### config.mk
export PLATFORM = sky130hd
export DESIGN_NAME = fx_arb_flat
export DESIGN_NICKNAME = d
export VERILOG_FILES = /design/src/rtl/fx_bus_pkg.sv /design/src/rtl/fx_arb_if.sv /design/src/rtl/fx_rr2.sv /design/src/rtl/fx_arb.sv /design/src/flat_wrapper.sv
export SDC_FILE = /design/constraint.sdc
export NUM_CORES = 1
export LEC_CHECK = 0
export ABC_AREA = 1
export BUFFER_PORTS_ARGS = -buffer_cell sky130_fd_sc_hd__buf_4
export CAP_MARGIN = 20
export CELL_PAD_IN_SITES_DETAIL_PLACEMENT = 1
export CELL_PAD_IN_SITES_GLOBAL_PLACEMENT = 1
export CORE_MARGIN = 3
export CORE_UTILIZATION = 33
export CTS_CLUSTER_DIAMETER = 100
export DETAILED_ROUTE_END_ITERATION = 8
export PLACE_DENSITY_LB_ADDON = 0.1
export SLEW_MARGIN = 20
export SYNTH_ARGS = -nofsm -noshare
export SYNTH_HDL_FRONTEND = slang
export SYNTH_SLANG_ARGS = --single-unit
### constraint.sdc
create_clock -name clk_sys -period 1.9 [get_ports clk_sys]
set_input_delay 0.095 -clock clk_sys [delete_from_list [all_inputs] [get_ports clk_sys]]
set_output_delay 0.095 -clock clk_sys [all_outputs]
set_load 0.05 [all_outputs]
### src/rtl/fx_bus_pkg.sv
// fx_bus_pkg -- shared definitions for the fx register bus arbiter.
//   AW/DW       : fx address / data widths
//   fx_state_e  : arbiter FSM encoding (IDLE=0, XFER=1, WAIT=2, ACK=3)
//   fx_req_t    : one master's transaction (we/addr/wdata)
//   fx_dev()    : device-id field of an fx address ([21:16]); [15:0] is the register
package fx_bus_pkg;

   localparam int AW     = 22;
   localparam int DW     = 8;
   localparam int DEV_HI = 21;
   localparam int DEV_LO = 16;

   typedef enum logic [1:0] {
      S_IDLE = 2'd0,
      S_XFER = 2'd1,
      S_WAIT = 2'd2,
      S_ACK  = 2'd3
   } fx_state_e;

   typedef struct packed {
      logic          we;
      logic [AW-1:0] addr;
      logic [DW-1:0] wdata;
   } fx_req_t;

   typedef logic [DEV_HI-DEV_LO:0] fx_dev_t;

   function automatic fx_dev_t fx_dev(input logic [AW-1:0] addr);
      return addr[DEV_HI:DEV_LO];
   endfunction

endpackage

### src/rtl/fx_arb_if.sv
// fx_arb_if -- bundle of both master handshakes and the shared fx bus.
//   m<n>_req/we/addr/wdata : master n transaction request, held until m<n>_ack
//   m<n>_ack/rdata         : one-cycle completion pulse and read data
//   fx_wr/fx_waddr/fx_data : write strobe and write address/data to the slaves
//   fx_rd/fx_raddr/fx_q    : read strobe, read address and OR-combined read data
//   busy/gnt               : arbiter status
// Modports: slave = the arbiter's view, master = masters plus slave devices.
interface fx_arb_if;
   import fx_bus_pkg::*;

   logic          m0_req, m0_we, m0_ack;
   logic [AW-1:0] m0_addr;
   logic [DW-1:0] m0_wdata, m0_rdata;
   logic          m1_req, m1_we, m1_ack;
   logic [AW-1:0] m1_addr;
   logic [DW-1:0] m1_wdata, m1_rdata;
   logic          fx_wr, fx_rd;
   logic [AW-1:0] fx_waddr, fx_raddr;
   logic [DW-1:0] fx_data, fx_q;
   logic          busy, gnt;

   modport slave (
      input  m0_req, m0_we, m0_addr, m0_wdata,
      input  m1_req, m1_we, m1_addr, m1_wdata,
      input  fx_q,
      output m0_ack, m0_rdata, m1_ack, m1_rdata,
      output fx_wr, fx_waddr, fx_data, fx_rd, fx_raddr,
      output busy, gnt
   );

   modport master (
      output m0_req, m0_we, m0_addr, m0_wdata,
      output m1_req, m1_we, m1_addr, m1_wdata,
      output fx_q,
      input  m0_ack, m0_rdata, m1_ack, m1_rdata,
      input  fx_wr, fx_waddr, fx_data, fx_rd, fx_raddr,
      input  busy, gnt
   );

endinterface

### src/rtl/fx_rr2.sv
// fx_rr2 -- combinational 2-way round-robin pick.
//   req0_i, req1_i : requests
//   last_gnt_i     : index granted last time
//   valid_o        : some request is pending
//   idx_o          : winner; on a tie the master that was not granted last
module fx_rr2 (
   input  logic req0_i,
   input  logic req1_i,
   input  logic last_gnt_i,
   output logic valid_o,
   output logic idx_o
);

   always_comb begin
      valid_o = req0_i | req1_i;
      if (req0_i && req1_i) idx_o = ~last_gnt_i;
      else                  idx_o = req1_i;
   end

endmodule

### src/rtl/fx_arb.sv
// fx_arb -- two-master round-robin arbiter for the fx register bus.
// Serialises single-byte reads/writes from master 0 (host bridge) and master 1
// (config sequencer) onto one fx bus and returns ack/rdata to the owner.
//   clk_sys : system clock
//   rst     : synchronous reset, active-high (aborts any transaction)
//   bus     : fx_arb_if.slave -- master handshakes, fx strobes/addr/data, busy, gnt
// Parameter RD_LAT (1..7): cycles from the fx_rd pulse until fx_q is valid.
module fx_arb
   import fx_bus_pkg::*;
#(
   parameter int RD_LAT = 1
) (
   input  logic   clk_sys,
   input  logic   rst,
   fx_arb_if.slave bus
);

   // WAIT spends RD_LAT cycles: the counter starts at RD_LAT-1 and fx_q is
   // captured in the cycle it reads zero.
   localparam logic [2:0] CNT_INIT = 3'(RD_LAT - 1);

   fx_state_e           state_q, state_d;
   logic                last_gnt_q, last_gnt_d;
   logic                gnt_q, gnt_d;
   logic                fx_wr_q, fx_wr_d;
   logic                fx_rd_q, fx_rd_d;
   logic [AW-1:0]       fx_waddr_q, fx_waddr_d;
   logic [AW-1:0]       fx_raddr_q, fx_raddr_d;
   logic [DW-1:0]       fx_data_q, fx_data_d;
   logic [2:0]          cnt_q, cnt_d;
   logic [1:0]          ack_q, ack_d;
   logic [1:0][DW-1:0]  rdata_q, rdata_d;

   fx_req_t req0, req1, win;
   logic    pick_vld, pick_idx;

   assign req0 = '{we: bus.m0_we, addr: bus.m0_addr, wdata: bus.m0_wdata};
   assign req1 = '{we: bus.m1_we, addr: bus.m1_addr, wdata: bus.m1_wdata};

   fx_rr2 u_rr (
      .req0_i     (bus.m0_req),
      .req1_i     (bus.m1_req),
      .last_gnt_i (last_gnt_q),
      .valid_o    (pick_vld),
      .idx_o      (pick_idx)
   );

   assign win = pick_idx ? req1 : req0;

   always_comb begin
      state_d    = state_q;
      last_gnt_d = last_gnt_q;
      gnt_d      = gnt_q;
      fx_wr_d    = 1'b0;
      fx_rd_d    = 1'b0;
      fx_waddr_d = fx_waddr_q;
      fx_raddr_d = fx_raddr_q;
      fx_data_d  = fx_data_q;
      cnt_d      = cnt_q;
      ack_d      = 2'b00;
      rdata_d    = rdata_q;
      case (state_q)
         S_IDLE: begin
            // Strobes are registered here so they are high for the XFER cycle;
            // the address/data register of the other direction keeps its value.
            if (pick_vld) begin
               gnt_d = pick_idx;
               if (win.we) begin
                  fx_wr_d    = 1'b1;
                  fx_waddr_d = win.addr;
                  fx_data_d  = win.wdata;
               end else begin
                  fx_rd_d    = 1'b1;
                  fx_raddr_d = win.addr;
               end
               state_d = S_XFER;
            end
         end
         S_XFER: begin
            // fx_wr_q is high in XFER exactly when the granted op is a write.
            if (fx_wr_q) begin
               ack_d[gnt_q] = 1'b1;
               state_d      = S_ACK;
            end else begin
               cnt_d   = CNT_INIT;
               state_d = S_WAIT;
            end
         end
         S_WAIT: begin
            if (cnt_q != 3'd0) begin
               cnt_d = cnt_q - 3'd1;
            end else begin
               rdata_d[gnt_q] = bus.fx_q;
               ack_d[gnt_q]   = 1'b1;
               state_d        = S_ACK;
            end
         end
         S_ACK: begin
            last_gnt_d = gnt_q;
            state_d    = S_IDLE;
         end
         default: state_d = S_IDLE;
      endcase
   end

   always_ff @(posedge clk_sys) begin
      if (rst) begin
         state_q    <= S_IDLE;
         last_gnt_q <= 1'b1;
         gnt_q      <= 1'b0;
         fx_wr_q    <= 1'b0;
         fx_rd_q    <= 1'b0;
         fx_waddr_q <= '0;
         fx_raddr_q <= '0;
         fx_data_q  <= '0;
         cnt_q      <= '0;
         ack_q      <= '0;
         rdata_q    <= '0;
      end else begin
         state_q    <= state_d;
         last_gnt_q <= last_gnt_d;
         gnt_q      <= gnt_d;
         fx_wr_q    <= fx_wr_d;
         fx_rd_q    <= fx_rd_d;
         fx_waddr_q <= fx_waddr_d;
         fx_raddr_q <= fx_raddr_d;
         fx_data_q  <= fx_data_d;
         cnt_q      <= cnt_d;
         ack_q      <= ack_d;
         rdata_q    <= rdata_d;
      end
   end

   assign bus.m0_ack   = ack_q[0];
   assign bus.m1_ack   = ack_q[1];
   assign bus.m0_rdata = rdata_q[0];
   assign bus.m1_rdata = rdata_q[1];
   assign bus.fx_wr    = fx_wr_q;
   assign bus.fx_rd    = fx_rd_q;
   assign bus.fx_waddr = fx_waddr_q;
   assign bus.fx_raddr = fx_raddr_q;
   assign bus.fx_data  = fx_data_q;
   assign bus.busy     = (state_q != S_IDLE);
   assign bus.gnt      = gnt_q;

endmodule

### src/flat_wrapper.sv
// flat-port wrapper written by rule: the top's interface ports become plain ports
module fx_arb_flat import fx_bus_pkg::*;
#(
   parameter int RD_LAT = 1
)
  (clk_sys, rst, bus_m0_req, bus_m0_we, bus_m0_addr, bus_m0_wdata, bus_m1_req, bus_m1_we, bus_m1_addr, bus_m1_wdata, bus_fx_q, bus_m0_ack, bus_m0_rdata, bus_m1_ack, bus_m1_rdata, bus_fx_wr, bus_fx_waddr, bus_fx_data, bus_fx_rd, bus_fx_raddr, bus_busy, bus_gnt);
  fx_arb_if bus_i ();
  input  logic clk_sys;
  input  logic rst;
  input wire logic [$bits(bus_i.m0_req)-1:0] bus_m0_req;
  input wire logic [$bits(bus_i.m0_we)-1:0] bus_m0_we;
  input wire logic [$bits(bus_i.m0_addr)-1:0] bus_m0_addr;
  input wire logic [$bits(bus_i.m0_wdata)-1:0] bus_m0_wdata;
  input wire logic [$bits(bus_i.m1_req)-1:0] bus_m1_req;
  input wire logic [$bits(bus_i.m1_we)-1:0] bus_m1_we;
  input wire logic [$bits(bus_i.m1_addr)-1:0] bus_m1_addr;
  input wire logic [$bits(bus_i.m1_wdata)-1:0] bus_m1_wdata;
  input wire logic [$bits(bus_i.fx_q)-1:0] bus_fx_q;
  output wire logic [$bits(bus_i.m0_ack)-1:0] bus_m0_ack;
  output wire logic [$bits(bus_i.m0_rdata)-1:0] bus_m0_rdata;
  output wire logic [$bits(bus_i.m1_ack)-1:0] bus_m1_ack;
  output wire logic [$bits(bus_i.m1_rdata)-1:0] bus_m1_rdata;
  output wire logic [$bits(bus_i.fx_wr)-1:0] bus_fx_wr;
  output wire logic [$bits(bus_i.fx_waddr)-1:0] bus_fx_waddr;
  output wire logic [$bits(bus_i.fx_data)-1:0] bus_fx_data;
  output wire logic [$bits(bus_i.fx_rd)-1:0] bus_fx_rd;
  output wire logic [$bits(bus_i.fx_raddr)-1:0] bus_fx_raddr;
  output wire logic [$bits(bus_i.busy)-1:0] bus_busy;
  output wire logic [$bits(bus_i.gnt)-1:0] bus_gnt;
  assign bus_i.m0_req = bus_m0_req;
  assign bus_i.m0_we = bus_m0_we;
  assign bus_i.m0_addr = bus_m0_addr;
  assign bus_i.m0_wdata = bus_m0_wdata;
  assign bus_i.m1_req = bus_m1_req;
  assign bus_i.m1_we = bus_m1_we;
  assign bus_i.m1_addr = bus_m1_addr;
  assign bus_i.m1_wdata = bus_m1_wdata;
  assign bus_i.fx_q = bus_fx_q;
  assign bus_m0_ack = bus_i.m0_ack;
  assign bus_m0_rdata = bus_i.m0_rdata;
  assign bus_m1_ack = bus_i.m1_ack;
  assign bus_m1_rdata = bus_i.m1_rdata;
  assign bus_fx_wr = bus_i.fx_wr;
  assign bus_fx_waddr = bus_i.fx_waddr;
  assign bus_fx_data = bus_i.fx_data;
  assign bus_fx_rd = bus_i.fx_rd;
  assign bus_fx_raddr = bus_i.fx_raddr;
  assign bus_busy = bus_i.busy;
  assign bus_gnt = bus_i.gnt;
  fx_arb #(.RD_LAT(RD_LAT)) u_core (.clk_sys(clk_sys), .rst(rst), .bus(bus_i));
endmodule
==> qor.yml <==
yosys:
  synthTopCellsByArea: "dfxtp_1 39%, nand2_1 18%, inv_1 14%"
  yosys.area_share.simple_pct: 37.32
  synth.area.mux_share_pct: 0
  synthAdderAreaFrac_pct: 2.143
  synth_top_family_by_area: "simple AND/OR/NAND/NOR gates"
  yosysWarnings: 0
  yosysTopAreaCell: "dfxtp_1"
  ys_types: 22
  ys_ff_latch: 79
  synthesis.nets: 751
  synth-edff-count: 0
  syn_area_um2: 4086
  avgSynthCellArea_um2: 6.099
  yosysTopAreaCellShare_pct: 38.70
  ys.flop_type: "dfxtp_1"
  async_flop_share_pct: 0
  syn-instance-count: 670
  ys_seq_area_share_pct: 38.70
  synth-xor-area-share_pct: 0
  synth_compound_area_share_pct: 3.368
grt:
  grt_usage_pct: 19.12
  grt_max_degree: 33
  grt_pass1_vias: 4352
  busiest_layer: "met2"
  met1_usage_pct: 23.10
  grt_overflow: 0
  grt_pass1_wl_mm: 20.62
  grtUsageMet3_pct: 6.735
  antenna_found_initial: 0
  grt_util_met2_pct: 32.13
pwr:
  power_frac_comb_pct: 50.4
  switchingPower_mw: 3.792
  p_leak_nw: 3.295
  p_sw_share_pct: 46.45
  p_total_mw: 8.165
  cellPowerDensity_nw_per_um2: 1423
  peakVddDrop_uv: 684.1
  clkPwrFrac_pct: 21.5
  p_int_mw: 4.373
  pwr-share-seq_pct: 28.1
setup_path:
  crit_fanout: 13
  critPathLaunchType: "flop"
  cp_num_buf_inv: 4
  worstPathRequired_ns: 2.18
  cp_slowest_stage_delay_ns: 0.36
  worstSetupPathType: "flop to flop"
  r2r_setup_slack_ns: 0.17
  crit_slowest_cell: "dfxtp_1"
  cp.arrival_ns: 2.01
  crit_path_cell_trace: "inv_1 > ha_1 > inv_1 > nor2_8 > nand3_2 > buf_4 > nand2_1 > inv_1 > nor2_1"
  cpMostUsedCell: "inv_1"
  endpoint_kind: "flop"
  critPathTopFamily: "buffers and inverters"
final_layout:
  fin_area_um2: 5739
  antenna_cells: 0
  fin_nets: 897
  layout-drive-gt1-share_pct: 22.66
  fillers: 1632
  syn_to_final_growth_pct: 40.45
worst_hold_path:
  min_path_type: "input port to flop"
timing:
  rsz0062_at_grt: "no"
  finalHoldViolations: 0
  fin_skew_ns: 0.007154
  setup_ws_ns: 0.1730
  worst_pin_slew_ns: 0.3289
  fin_crit_sh_pct: 90.89
  slew_headroom_pct: 78.08
  timing.fmax_mhz: 579.0
  finalSetupTns_ns: 0
  setup_viol: 0
  final-max-slew-violation-count: 0
  holdWs_ns: 0.01105
  fin_crit_ns: 1.727
placement:
  dpl_worst_slack_ns: 0.006758
  portBuffers: 147
  postPlaceCellArea_um2: 5393
  globalplace.congestion: 0.7875
  dp.final_hpwl_mm: 9.904
floorplanning:
  die_x_um: 117.3
  coreArea_um2: 12060
  num_rows: 40
  die_y_um: 117.3
  io_pins: 148
  start_util_pct: 33.88
  dieArea_um2: 13750
status:
  status: "finished clean"
job:
  maxCapViolations: 0
route:
  final_antenna_net_count: 0
  drt-initial-drc-count: 168
  vias: 4381
  first_pass_iters: 4
  vias_per_cell: 4.430
  drc: 0
  wl_mm: 13.00
  wl_per_cell_um: 13.15
clock_network:
  cts_max_level: 3
  clock_sinks: 79
  cts_setup_buffers: 0
  clkTransAtPathRegs_ns: 0.06
  root_buffer: "clkbuf_16"
  tritoncts: "built"
  cts_buffers: 9
  cts_buffer_depth: 2
  clk_latency_ns: 0.34
## stage by stage
step                      utilization [%]  instances
final                               47.58        989
after global routing                47.58        989
after CTS                           47.55        989
after detailed placement            44.71        969
after global placement              44.71        969
after floorplan                         -        670
## what timing repair did
action,CTS,global route
endpoints found under the hold margin,4,0
resized for setup,1,1
hold buffers,4,0
setup endpoints to repair,1,13
pin swaps,0,1
## kinds of logic after synthesis
family          Yosys count
flops                    79
fa+ha+maj                 7
compound gates           27
buf+inv                 190
simple gates            367
## flip-flops by register name, summed over array words and instances (netlist names), 2 cells and up
name	cells
u_core.ack_q	2
u_core.bus.fx_data	8
u_core.bus.fx_raddr	22
u_core.bus.fx_waddr	22
u_core.bus.m0_rdata	8
u_core.bus.m1_rdata	8
u_core.cnt_q	3
u_core.state_q	2
## layout by cell type, fill, tap and decap left out
cell type	synthesis	routed
nand2_1	198	198
o21ai_0	11	11
bufinv_16	0	1
nor2_4	1	1
dlygate4sd3_1	0	4
buf_6	3	1
buf_12	0	3
clkbuf_16	0	9
inv_1	156	156
clkinvlp_4	0	2
nor3b_1	2	2
buf_4	2	158
nand3_2	1	1
a21oi_1	15	15
o211ai_1	1	1
nor2_8	1	1
nand3_1	77	77
nor2_1	82	81
inv_2	1	1
clkbuf_1	8	1
clkinv_4	0	3
nor2_2	0	1
nand3b_1	1	1
clkinv_1	2	2
dfxtp_1	79	79
nand2_2	4	4
ha_1	7	7
## final cells by class
type / instances / area, um^2 / area share [%]
multi-input cells: 401 / 1753 / 30.54
flip-flops and latches: 79 / 1582 / 27.56
repair buffers: 166 / 1297 / 22.61
inverters: 159 / 596.8 / 10.40
clock buffers: 10 / 229.0 / 3.990
well taps: 168 / 210.2 / 3.663
clock inverters: 6 / 71.32 / 1.243
## path summary, 6_finish.rpt
kind / cells past startpoint / endpoint / start
min: 3 / u_core.bus.m0_rdata[2] / bus_fx_q[2]
max reg2reg: 9 / u_core.bus.fx_waddr[2] / u_core.state_q[0]
max: 9 / u_core.bus.fx_waddr[2] / u_core.state_q[0]
min reg2reg: 2 / u_core.bus.m1_rdata[4] / u_core.bus.m1_rdata[4]
## power by group through the flow
stage                     clock network [mW]  registers, mW  logic (mW)
after floorplan                            0           3.48        1.70
after global placement                     0           2.31        3.99
after detailed placement                   0           2.33        4.14
after CTS                               1.80           2.30        4.17
after global routing                    1.88           2.34        4.55
final                                   1.75           2.30        4.11
## cells in the mapped netlist, drive strengths merged (2+ instances only)
cell type and instances:
nand2 202, inv 157, nor2 84, dfxtp 79, nand3 78, buf 23, a21oi 15, o21ai 11
clkbuf 8, ha 7, clkinv 2, nor3b 2
## per-layer routing
metal / part of all wire [%] / wire length [um]
met2: 48 / 6303
met5: 0 / 0
met1: 43 / 5623
met4: 1.1 / 148
met3: 7.1 / 925
## tightest hold or removal path: stages
cell	delay, ns
buf_4	0.09
nor2_1	0.04
nor2_1	0.09
Power figures use the tool's default switching activity.
